## config.mk

```make
export PLATFORM = sky130hd
export DESIGN_NAME = panxi_ram_arb
export DESIGN_NICKNAME = d
export VERILOG_FILES = /design/src/rtl/panxi_ram_arb.sv
export SDC_FILE = /design/constraint.sdc
export NUM_CORES = 1
export LEC_CHECK = 0
export BUFFER_PORTS_ARGS = -buffer_cell sky130_fd_sc_hd__buf_4
export CAP_MARGIN = 20
export CORE_ASPECT_RATIO = 0.7
export CORE_MARGIN = 2
export CORE_UTILIZATION = 46
export DETAILED_ROUTE_END_ITERATION = 10
export PLACE_DENSITY = 0.87
export SLEW_MARGIN = 20
export SYNTH_ARGS = -nofsm -noshare
export SYNTH_HDL_FRONTEND = slang
export SYNTH_SLANG_ARGS = --single-unit
```

## constraint.sdc

```tcl
create_clock -name ACLK -period 6 [get_ports ACLK]
set_input_delay 0.9 -clock ACLK [delete_from_list [all_inputs] [get_ports ACLK]]
set_output_delay 0.9 -clock ACLK [all_outputs]
set_load 0.02 [all_outputs]
```

## src/rtl/panxi_ram_arb.sv

```systemverilog
// panxi_ram_arb: shares one single-port RAM between fetch (I) and load/store (D).
// Define PANXI_RAM_ARB_RR_EN for round-robin arbitration instead of D-over-I.
module panxi_ram_arb #(
   parameter int DATA_WIDTH = 32,
   parameter int ADDR_WIDTH = 10
) (
   input  logic                    ACLK,
   input  logic                    ARST,
   input  logic                    I_REQ,
   input  logic [ADDR_WIDTH-1:0]   I_ADDR,
   output logic                    I_GNT,
   output logic                    I_RVALID,
   output logic [DATA_WIDTH-1:0]   I_RDATA,
   input  logic                    D_REQ,
   input  logic                    D_WE,
   input  logic [DATA_WIDTH/8-1:0] D_BE,
   input  logic [ADDR_WIDTH-1:0]   D_ADDR,
   input  logic [DATA_WIDTH-1:0]   D_WDATA,
   output logic                    D_GNT,
   output logic                    D_RVALID,
   output logic [DATA_WIDTH-1:0]   D_RDATA,
   output logic [ADDR_WIDTH-1:0]   M_ADDR,
   output logic [DATA_WIDTH-1:0]   M_WDATA,
   output logic                    M_WEN,
   input  logic [DATA_WIDTH-1:0]   M_RDATA
);

   localparam int NB = DATA_WIDTH / 8;

   typedef enum logic {
      IDLE,
      RMW
   } state_t;

   state_t                  state;
   logic                    i_pend;
   logic                    d_pend;
   logic [ADDR_WIDTH-1:0]   rmw_addr;
   logic [NB-1:0]           rmw_be;
   logic [DATA_WIDTH-1:0]   rmw_wdata;
   logic [DATA_WIDTH-1:0]   merged;
   logic                    can_grant;
   logic                    d_win;
   logic                    d_full;
   logic                    d_part;

   assign can_grant = (state == IDLE) && !ARST;

`ifdef PANXI_RAM_ARB_RR_EN
   // last_i set means I was granted last, so D wins the next tie
   logic last_i;
   assign d_win = D_REQ && (!I_REQ || last_i);
`else
   assign d_win = D_REQ;
`endif

   assign D_GNT = can_grant && d_win;
   assign I_GNT = can_grant && I_REQ && !d_win;

   assign d_full = D_WE && (&D_BE);
   assign d_part = D_WE && (|D_BE) && !(&D_BE);

   always_comb begin
      merged = M_RDATA;
      for (int b = 0; b < NB; b++) begin
         if (rmw_be[b]) begin
            merged[b*8 +: 8] = rmw_wdata[b*8 +: 8];
         end
      end
   end

   always_comb begin
      M_ADDR  = D_ADDR;
      M_WDATA = D_WDATA;
      M_WEN   = 1'b0;
      if (state == RMW) begin
         M_ADDR  = rmw_addr;
         M_WDATA = merged;
         M_WEN   = !ARST;
      end else if (D_GNT) begin
         M_WEN   = d_full;
      end else if (I_GNT) begin
         M_ADDR  = I_ADDR;
      end
   end

   always_ff @(posedge ACLK) begin
      if (ARST) begin
         state  <= IDLE;
         i_pend <= 1'b0;
         d_pend <= 1'b0;
`ifdef PANXI_RAM_ARB_RR_EN
         last_i <= 1'b1;
`endif
      end else begin
         i_pend <= I_GNT;
         d_pend <= D_GNT && !d_part;
`ifdef PANXI_RAM_ARB_RR_EN
         if (I_GNT || D_GNT) begin
            last_i <= I_GNT;
         end
`endif
         unique case (state)
            IDLE: begin
               if (D_GNT && d_part) begin
                  state     <= RMW;
                  rmw_addr  <= D_ADDR;
                  rmw_be    <= D_BE;
                  rmw_wdata <= D_WDATA;
               end
            end
            RMW: begin
               state <= IDLE;
            end
            default: begin
               state <= IDLE;
            end
         endcase
      end
   end

   // RAM is write-first, so M_RDATA already holds a full store's word
   assign I_RVALID = i_pend && !ARST;
   assign I_RDATA  = M_RDATA;
   assign D_RVALID = (d_pend || (state == RMW)) && !ARST;
   assign D_RDATA  = (state == RMW) ? merged : M_RDATA;

endmodule

```

==> impl_results.md, run 1 <==
- Switching share of power: 28.6%
- Slew headroom: 52.1%
- XOR/XNOR share of the synthesized area: 0%
- Startpoint types: flop
- FF+latch count, synth: 49
- Die Wd: 101 µm
- Setup TNS: 0 ns
- Layout Cells excl Fill: 507
- Num CTS Buffers: 5
- Top post-synthesis cells by count: edfxtp_1, nor2_1, buf_4
- Global-route wire length before repair: 11900 µm
- Final worst slack: 2.72 ns
- Final core occ: 70.4%
- CTS Buffer Depth: 2
- Final max-slew violation count: 0
- Initial antenna violation count: 0
- CORE AREA: 0.00631 mm²
- Largest stage delay on the critical path: 0.80 ns
- Count leader, synth: edfxtp_1
- Final Net Count: 521
- Post-Synth Adder-Cell Area: 0%
- Maxcap violations: 0
- Pint: 0.610 mW
- Req. time, crit path: 5.10 ns
- Final GP Congestion: 0.840
- Worst-margin pin slew: 0.719 ns
- Worst r2r src: state$_SDFF_PP0_
- Simple-gate share of the synthesized area: 8.56%
- Clk_skew: 0.00266 ns
- Layout overhead on the synthesized area: 46.0%
- Drt wl/cell: 15.4 µm
- Router iterations before antenna repair: 4
- Port bufs: 203
- Critical path type: flop to primary output
- Post-Syn Instances: 263
- Initial drt markers: 105
- Worst path most repeated cell: buf_4
- Post-synth top area share: 45.4%
- N_diodes: 0
- Largest family of logic cells by synthesized area: multiplexers
- Post-synthesis mux area share: 22.4%
- Crit path max fanout: 47
- Post-CTS sizing: 0
- Crit-path cells: buf_4 -> nand2_2 -> mux2_2 -> buf_4
- Vias in the first global route: 2510
- Crit end category: primary output
- Syn Std Cell Area: 0.00304 mm²
- Placement row count: 24
- Largest net degree at the start of global routing: 48
- Clock H-tree levels: 2
- Crit-path slowest cell: dfxtp_2
- Compound-Gate Fraction of Synth Area: 10.9%
- Num ports: 204
- DRC: 0
- Clock transition at path regs: 0.08 ns
- Final ANT Viol Nets: 0
- Grt total ovfl: 0
- CTS root buffer: clkbuf_8
- Hold-fix buffers at CTS: 0
- Number of flops mapped to enable cells by yosys: 46
- CTS tree: done
- Endpoints failing setup: 0
- Net switching power figure: 0.245 mW
- Top cells by area, synth: edfxtp_1, mux2_2, mux2i_1, buf_4, a21oi_1
- RSZ-0062 raised after global routing: false
- Async set-reset flop share out of synthesis: 0%
- Power density over the cells: 193 mW/mm²
- Dpl hpwl: 6130 µm
- Sink Count: 49
- Leak pwr: 2.08 nW
- Synthesized area per cell: 11.6 µm²
- Post-synthesis net count: 356
- Die Y: 72.0 µm
- Fmax: 305 MHz
- Latest clock arrival within the worst-skew pair: 0.29 ns
- Area leader, netlist: edfxtp_1
- Hold Crit Class: input pin to flop
- # Post-CTS Setup Buffers: 0
- Worst VDD drop: 0.139 mV
- Sequential power share: 46.2%
- Starting Density: 48.2%
- Critical path arrival: 2.38 ns
- Die area: 0.00729 mm²
- Count of unique library cells instantiated by Yosys: 24
- Via Count: 2575
- Clock power frac: 22.8%
- Outcome: finished clean
- Synth Flop Type: edfxtp_1
- Crit share post-route: 54.6%
- Fillers: 469
- Sequential-to-total area share from yosys stat: 47.4%
- Post-Place Cells: 499
- Yosys warnings: 0
- Share of layout cells above drive strength 1: 58.7%
- Setup crit start: state$_SDFF_PP0_
- Final hold viol count: 0
- GRT Resource Usage Total: 20.6%
- Hold Startpoint: D_WDATA[26]
- Min cycle time layout: 3.28 ns
- Place WS: 2.84 ns
- Combinational Power Share: 31.0%
- Vias per inst: 5.08
- Final WL: 7820 µm
[cell families (layout without fill, tap and decap cells)]
| logic type | after synthesis | count (layout) |
|---|---|---|
| muxes | 64 | 64 |
| AOI/OAI and AO/OA | 53 | 53 |
| and+or+nand+nor | 51 | 51 |
| DFF | 49 | 49 |
| buffers and inverters | 46 | 212 |
[path summary, 6_finish.rpt]
path	end	slack [ns]	depth (start not counted)
max	D_RDATA[22]	2.72	4
max reg2reg	rmw_wdata[1]$_DFFE_PP_	4.02	2
min	rmw_wdata[26]$_DFFE_PP_	0.79	1
min reg2reg	i_pend$_SDFF_PP0_	1.01	1
[critical path: cells and delay by family (launching register included)]
kind | cells | cell delay (ns)
DFF | 1 | 0.80
buffers and inverters | 2 | 0.69
muxes | 1 | 0.34
and+or+nand+nor | 1 | 0.25
[cells in the final DEF (no fill, tap or decap), types with 2 or more instances in the layout]
cell and n:
nor2_1 35, buf_4 204, a22o_1 10, a21o_1 10
mux2i_1 32, edfxtp_1 46, a21oi_1 32, clkbuf_8 6
clkbuf_1 2, mux2_2 32, nand2_2 4, dfxtp_1 2
[stage by stage]
step	total power [mW]	cell area, µm²	hold slack (ns)
6_report	0.855	4440	0.791
5_1_grt	0.893	4440	0.767
4_1_cts	0.865	4440	0.777
3_5_place_dp	0.669	4350	1.01
3_3_place_gp	0.665	4350	0.952
2_1_floorplan	0.543	3040	0.785
[layout make-up]
cell class / instances / area [µm²] / area share (%)
Clock buffer: 8 / 90.1 / 2.03
Timing Repair Buffer: 204 / 1530 / 34.5
Tap cell: 78 / 97.6 / 2.20
Sequential cell: 49 / 1440 / 32.5
Multi-Input combinational cell: 168 / 1280 / 28.8
[layer usage]
metal	up-vias	track usage (%)	routed length (µm)
met1	1186	26.2	3270
met3	6	4.43	528
met2	113	36.5	3970
met4	0	3.90	54
li1	1270	-	-
met5	-	0	0
[power groups by stage]
| stage | registers, mW | logic [mW] | clock network (mW) |
|---|---|---|---|
| after CTS | 0.395 | 0.267 | 0.202 |
| after floorplan | 0.396 | 0.147 | 0 |
| after detailed placement | 0.403 | 0.266 | 0 |
| final | 0.395 | 0.265 | 0.195 |
| after global placement | 0.402 | 0.262 | 0 |
| after global routing | 0.396 | 0.283 | 0.214 |
[sequential cells by signal (all words and copies together) (netlist names)]
signal,flops
rmw_wdata,32
rmw_addr,10
rmw_be,4
d_pend,1
i_pend,1
state,1
(Power assumes the default switching activity.)
==> run 2, diff against run 1 <==
--- a/config.mk
+++ b/config.mk
@@ -5,13 +5,14 @@
 export SDC_FILE = /design/constraint.sdc
 export NUM_CORES = 1
 export LEC_CHECK = 0
+export ABC_AREA = 1
 export BUFFER_PORTS_ARGS = -buffer_cell sky130_fd_sc_hd__buf_4
 export CAP_MARGIN = 20
 export CORE_ASPECT_RATIO = 0.7
 export CORE_MARGIN = 2
-export CORE_UTILIZATION = 46
+export CORE_UTILIZATION = 43
 export DETAILED_ROUTE_END_ITERATION = 10
-export PLACE_DENSITY = 0.87
+export PLACE_DENSITY = 0.81
 export SLEW_MARGIN = 20
 export SYNTH_ARGS = -nofsm -noshare
 export SYNTH_HDL_FRONTEND = slang
==> constraint.sdc (replaced) <==
create_clock -name ACLK -period 3.36 [get_ports ACLK]
set_input_delay 0.504 -clock ACLK [delete_from_list [all_inputs] [get_ports ACLK]]
set_output_delay 0.504 -clock ACLK [all_outputs]
set_load 0.02 [all_outputs]
==> impl_results.md, run 2 <==
- Outcome: finished clean (unchanged)
- Count of unique library cells instantiated by Yosys: 18 (was 24)
- Commonest cells after routing, fill and taps aside: buf_4, nand2_1, inv_1 (was buf_4, edfxtp_1, nor2_1)
- Critical path type: flop to primary output (unchanged)
- Sink Count: 49 (unchanged)
- CTS tree: done (unchanged)
- Hold Crit Class: input pin to flop (unchanged)
- Layout overhead on the synthesized area: 44.7% (was 46.0%)
- Via Count: 3053 (was 2575)
- Count leader, synth: nand2_1 (was edfxtp_1)
- Starting Density: 43.7% (was 48.2%)
- Commonest non-fill, non-tap cell in the layout: buf_4 (unchanged)
- Startpoint types: flop (unchanged)
- Num ports: 204 (unchanged)
- CORE AREA: 0.00719 mm² (was 0.00631 mm²)
- Setup crit start: state$_SDFF_PP0_ (unchanged)
- GRT Resource Usage Total: 18.8% (was 20.6%)
- Worst VDD drop: 0.229 mV (was 0.139 mV)
- Vias per inst: 4.71 (was 5.08)
- Leak pwr: 2.35 nW (was 2.08 nW)
- Dpl hpwl: 6440 µm (was 6130 µm)
- Synthesized area per cell: 8.14 µm² (was 11.6 µm²)
- Final hold viol count: 0 (unchanged)
- Number of flops mapped to enable cells by yosys: 46 (unchanged)
- DRC: 0 (unchanged)
- Num CTS Buffers: 5 (unchanged)
- Yosys warnings: 0 (unchanged)
- Initial drt markers: 130 (was 105)
- Maxcap violations: 0 (unchanged)
- Clock H-tree levels: 2 (unchanged)
- Area leader, netlist: edfxtp_1 (unchanged)
- Fillers: 639 (was 469)
- Post-CTS sizing: 0 (unchanged)
- Setup TNS: 0 ns (unchanged)
- Synth Flop Type: edfxtp_1 (unchanged)
- Min cycle time layout: 2.61 ns
- Top cells by area, synth: edfxtp_1, nand2_1, buf_4, o211ai_1, inv_1 (was edfxtp_1, mux2_2, mux2i_1, buf_4, a21oi_1)
- Flip-flop count of the largest register after layout: 32 (unchanged)
- Share of layout cells above drive strength 1: 41.5% (was 58.7%)
- Regs by FF count: rmw_wdata (32), rmw_addr (10), rmw_be (4) (unchanged)
- Placement row count: 26 (was 24)
- Post-Syn Instances: 386 (was 263)
- RSZ-0062 raised after global routing: false (unchanged)
- Worst r2r src: state$_SDFF_PP0_ (unchanged)
- CTS root buffer: clkbuf_8 (unchanged)
- FF+latch count, synth: 49 (unchanged)
- Largest net degree at the start of global routing: 47 (was 48)
- Placed Area: 0.00444 mm² (was 0.00435 mm²)
- Port bufs: 203 (unchanged)
- Drt wl/cell: 12.6 µm (was 15.4 µm)
- Final GP Congestion: 0.759 (was 0.840)
- Final ANT Viol Nets: 0 (unchanged)
- Latest clock arrival within the worst-skew pair: 0.30 ns (was 0.29 ns)
- Crit path max fanout: 46 (was 47)
- Req. time, crit path: 2.86 ns (was 5.10 ns)
- Final Net Count: 642 (was 521)
- Die Wd: 106 µm (was 101 µm)
- Worst-margin pin slew: 0.868 ns (was 0.719 ns)
- Endpoints failing setup: 0 (unchanged)
- Async set-reset flop share out of synthesis: 0% (unchanged)
- Hold-fix buffers at CTS: 0 (unchanged)
- Clk_skew: 0.00878 ns (was 0.00266 ns)
- Router iterations before antenna repair: 4 (unchanged)
- Final max-slew violation count: 0 (unchanged)
- Hold Startpoint: D_WDATA[9] (was D_WDATA[26])
- Slew headroom: 42.1% (was 52.1%)
- Crit end category: primary output (unchanged)
- Global-route wire length before repair: 11900 µm (about the same)
- N_diodes: 0 (unchanged)
- Critical path arrival: 2.11 ns (was 2.38 ns)
- Register with the most flip-flops: rmw_wdata (unchanged)
- Initial antenna violation count: 0 (unchanged)
- Die area: 0.00802 mm² (was 0.00729 mm²)
- CTS Buffer Depth: 2 (unchanged)
- # Post-CTS Setup Buffers: 0 (unchanged)
- Post-synth top area share: 44.0% (was 45.4%)
- Final WL: 8180 µm (was 7820 µm)
- Vias in the first global route: 2610 (was 2510)
- Die Y: 75.5 µm (was 72.0 µm)
- Top post-synthesis cells by count: nand2_1, inv_1, edfxtp_1 (was edfxtp_1, nor2_1, buf_4)
- Sequential-to-total area share from yosys stat: 45.9% (was 47.4%)
- Power density over the cells: 346 mW/mm² (was 193 mW/mm²)
- Crit share post-route: 77.7%
- Fmax: 383 MHz
- Clock transition at path regs: 0.10 ns (was 0.08 ns)
- Post-synthesis net count: 479 (was 356)
- Syn Std Cell Area: 0.00314 mm² (was 0.00304 mm²)
- Finished layout cell area: 0.00455 mm² (was 0.00444 mm²)
- Grt total ovfl: 0 (unchanged)
## run 2: critical path: stages (launching register included)
cell      delay [ns]
dfxtp_2         0.89
buf_4           0.43
o211ai_1        0.18
o21ai_0         0.12
buf_4           0.17
## run 2: path summary, 6_finish.rpt
path | endpoint | slack (ns) | cells past startpoint
setup / recovery | D_RDATA[31] | 0.75 | 4
hold / removal | rmw_wdata[9]$_DFFE_PP_ | 0.39 | 1
setup reg to reg | rmw_wdata[24]$_DFFE_PP_ | 1.06 | 4
hold reg to reg | state$_SDFF_PP0_ | 1.29 | 3
## run 2: area by class of cell
| class | instances | area, µm² | share of cell area, % |
|---|---|---|---|
| repair buffers | 208 | 1560 | 34.4 |
| flip-flops and latches | 49 | 1440 | 31.7 |
| multi-input cells | 230 | 1110 | 24.4 |
| inverters | 55 | 206 | 4.54 |
| well taps | 98 | 123 | 2.70 |
| clock buffers | 7 | 96.3 | 2.12 |
| clock inverters | 1 | 5.00 | 0.110 |
## run 2: metal layers
metal	global-route usage [%]	wire, µm
met5	0	0
met4	2.19	36
met3	5.39	684
met2	34.3	4110
met1	23.3	3360
## run 2: power breakdown
part           internal, mW  switching [mW]  leakage [nW]
registers             0.687          0.0110         0.446
logic                 0.227           0.275          1.85
clock network         0.186           0.187        0.0542
## run 2: stage by stage
stage          hold WS (ns)  power (mW)  util [%]  setup slack [ns]  instances
6_report              0.387        1.57      63.2             0.750        648
2_1_floorplan         0.603       0.986         -             0.216        386
4_1_cts               0.381        1.59      63.2             0.734        648
3_3_place_gp          0.692        1.21      61.8              1.09        640
5_1_grt               0.367        1.65      63.2             0.603        648
3_5_place_dp          0.693        1.22      61.8              1.05        640
## run 2: cells by family (layout without fill, tap and decap cells)
logic type             count (synthesis)  after routing  share of synthesized area (%)
buffers and inverters                107            271                           19.0
AOI/OAI and AO/OA                     65             65                           12.9
DFF                                   49             49                           45.9
and+or+nand+nor                      165            165                           22.2
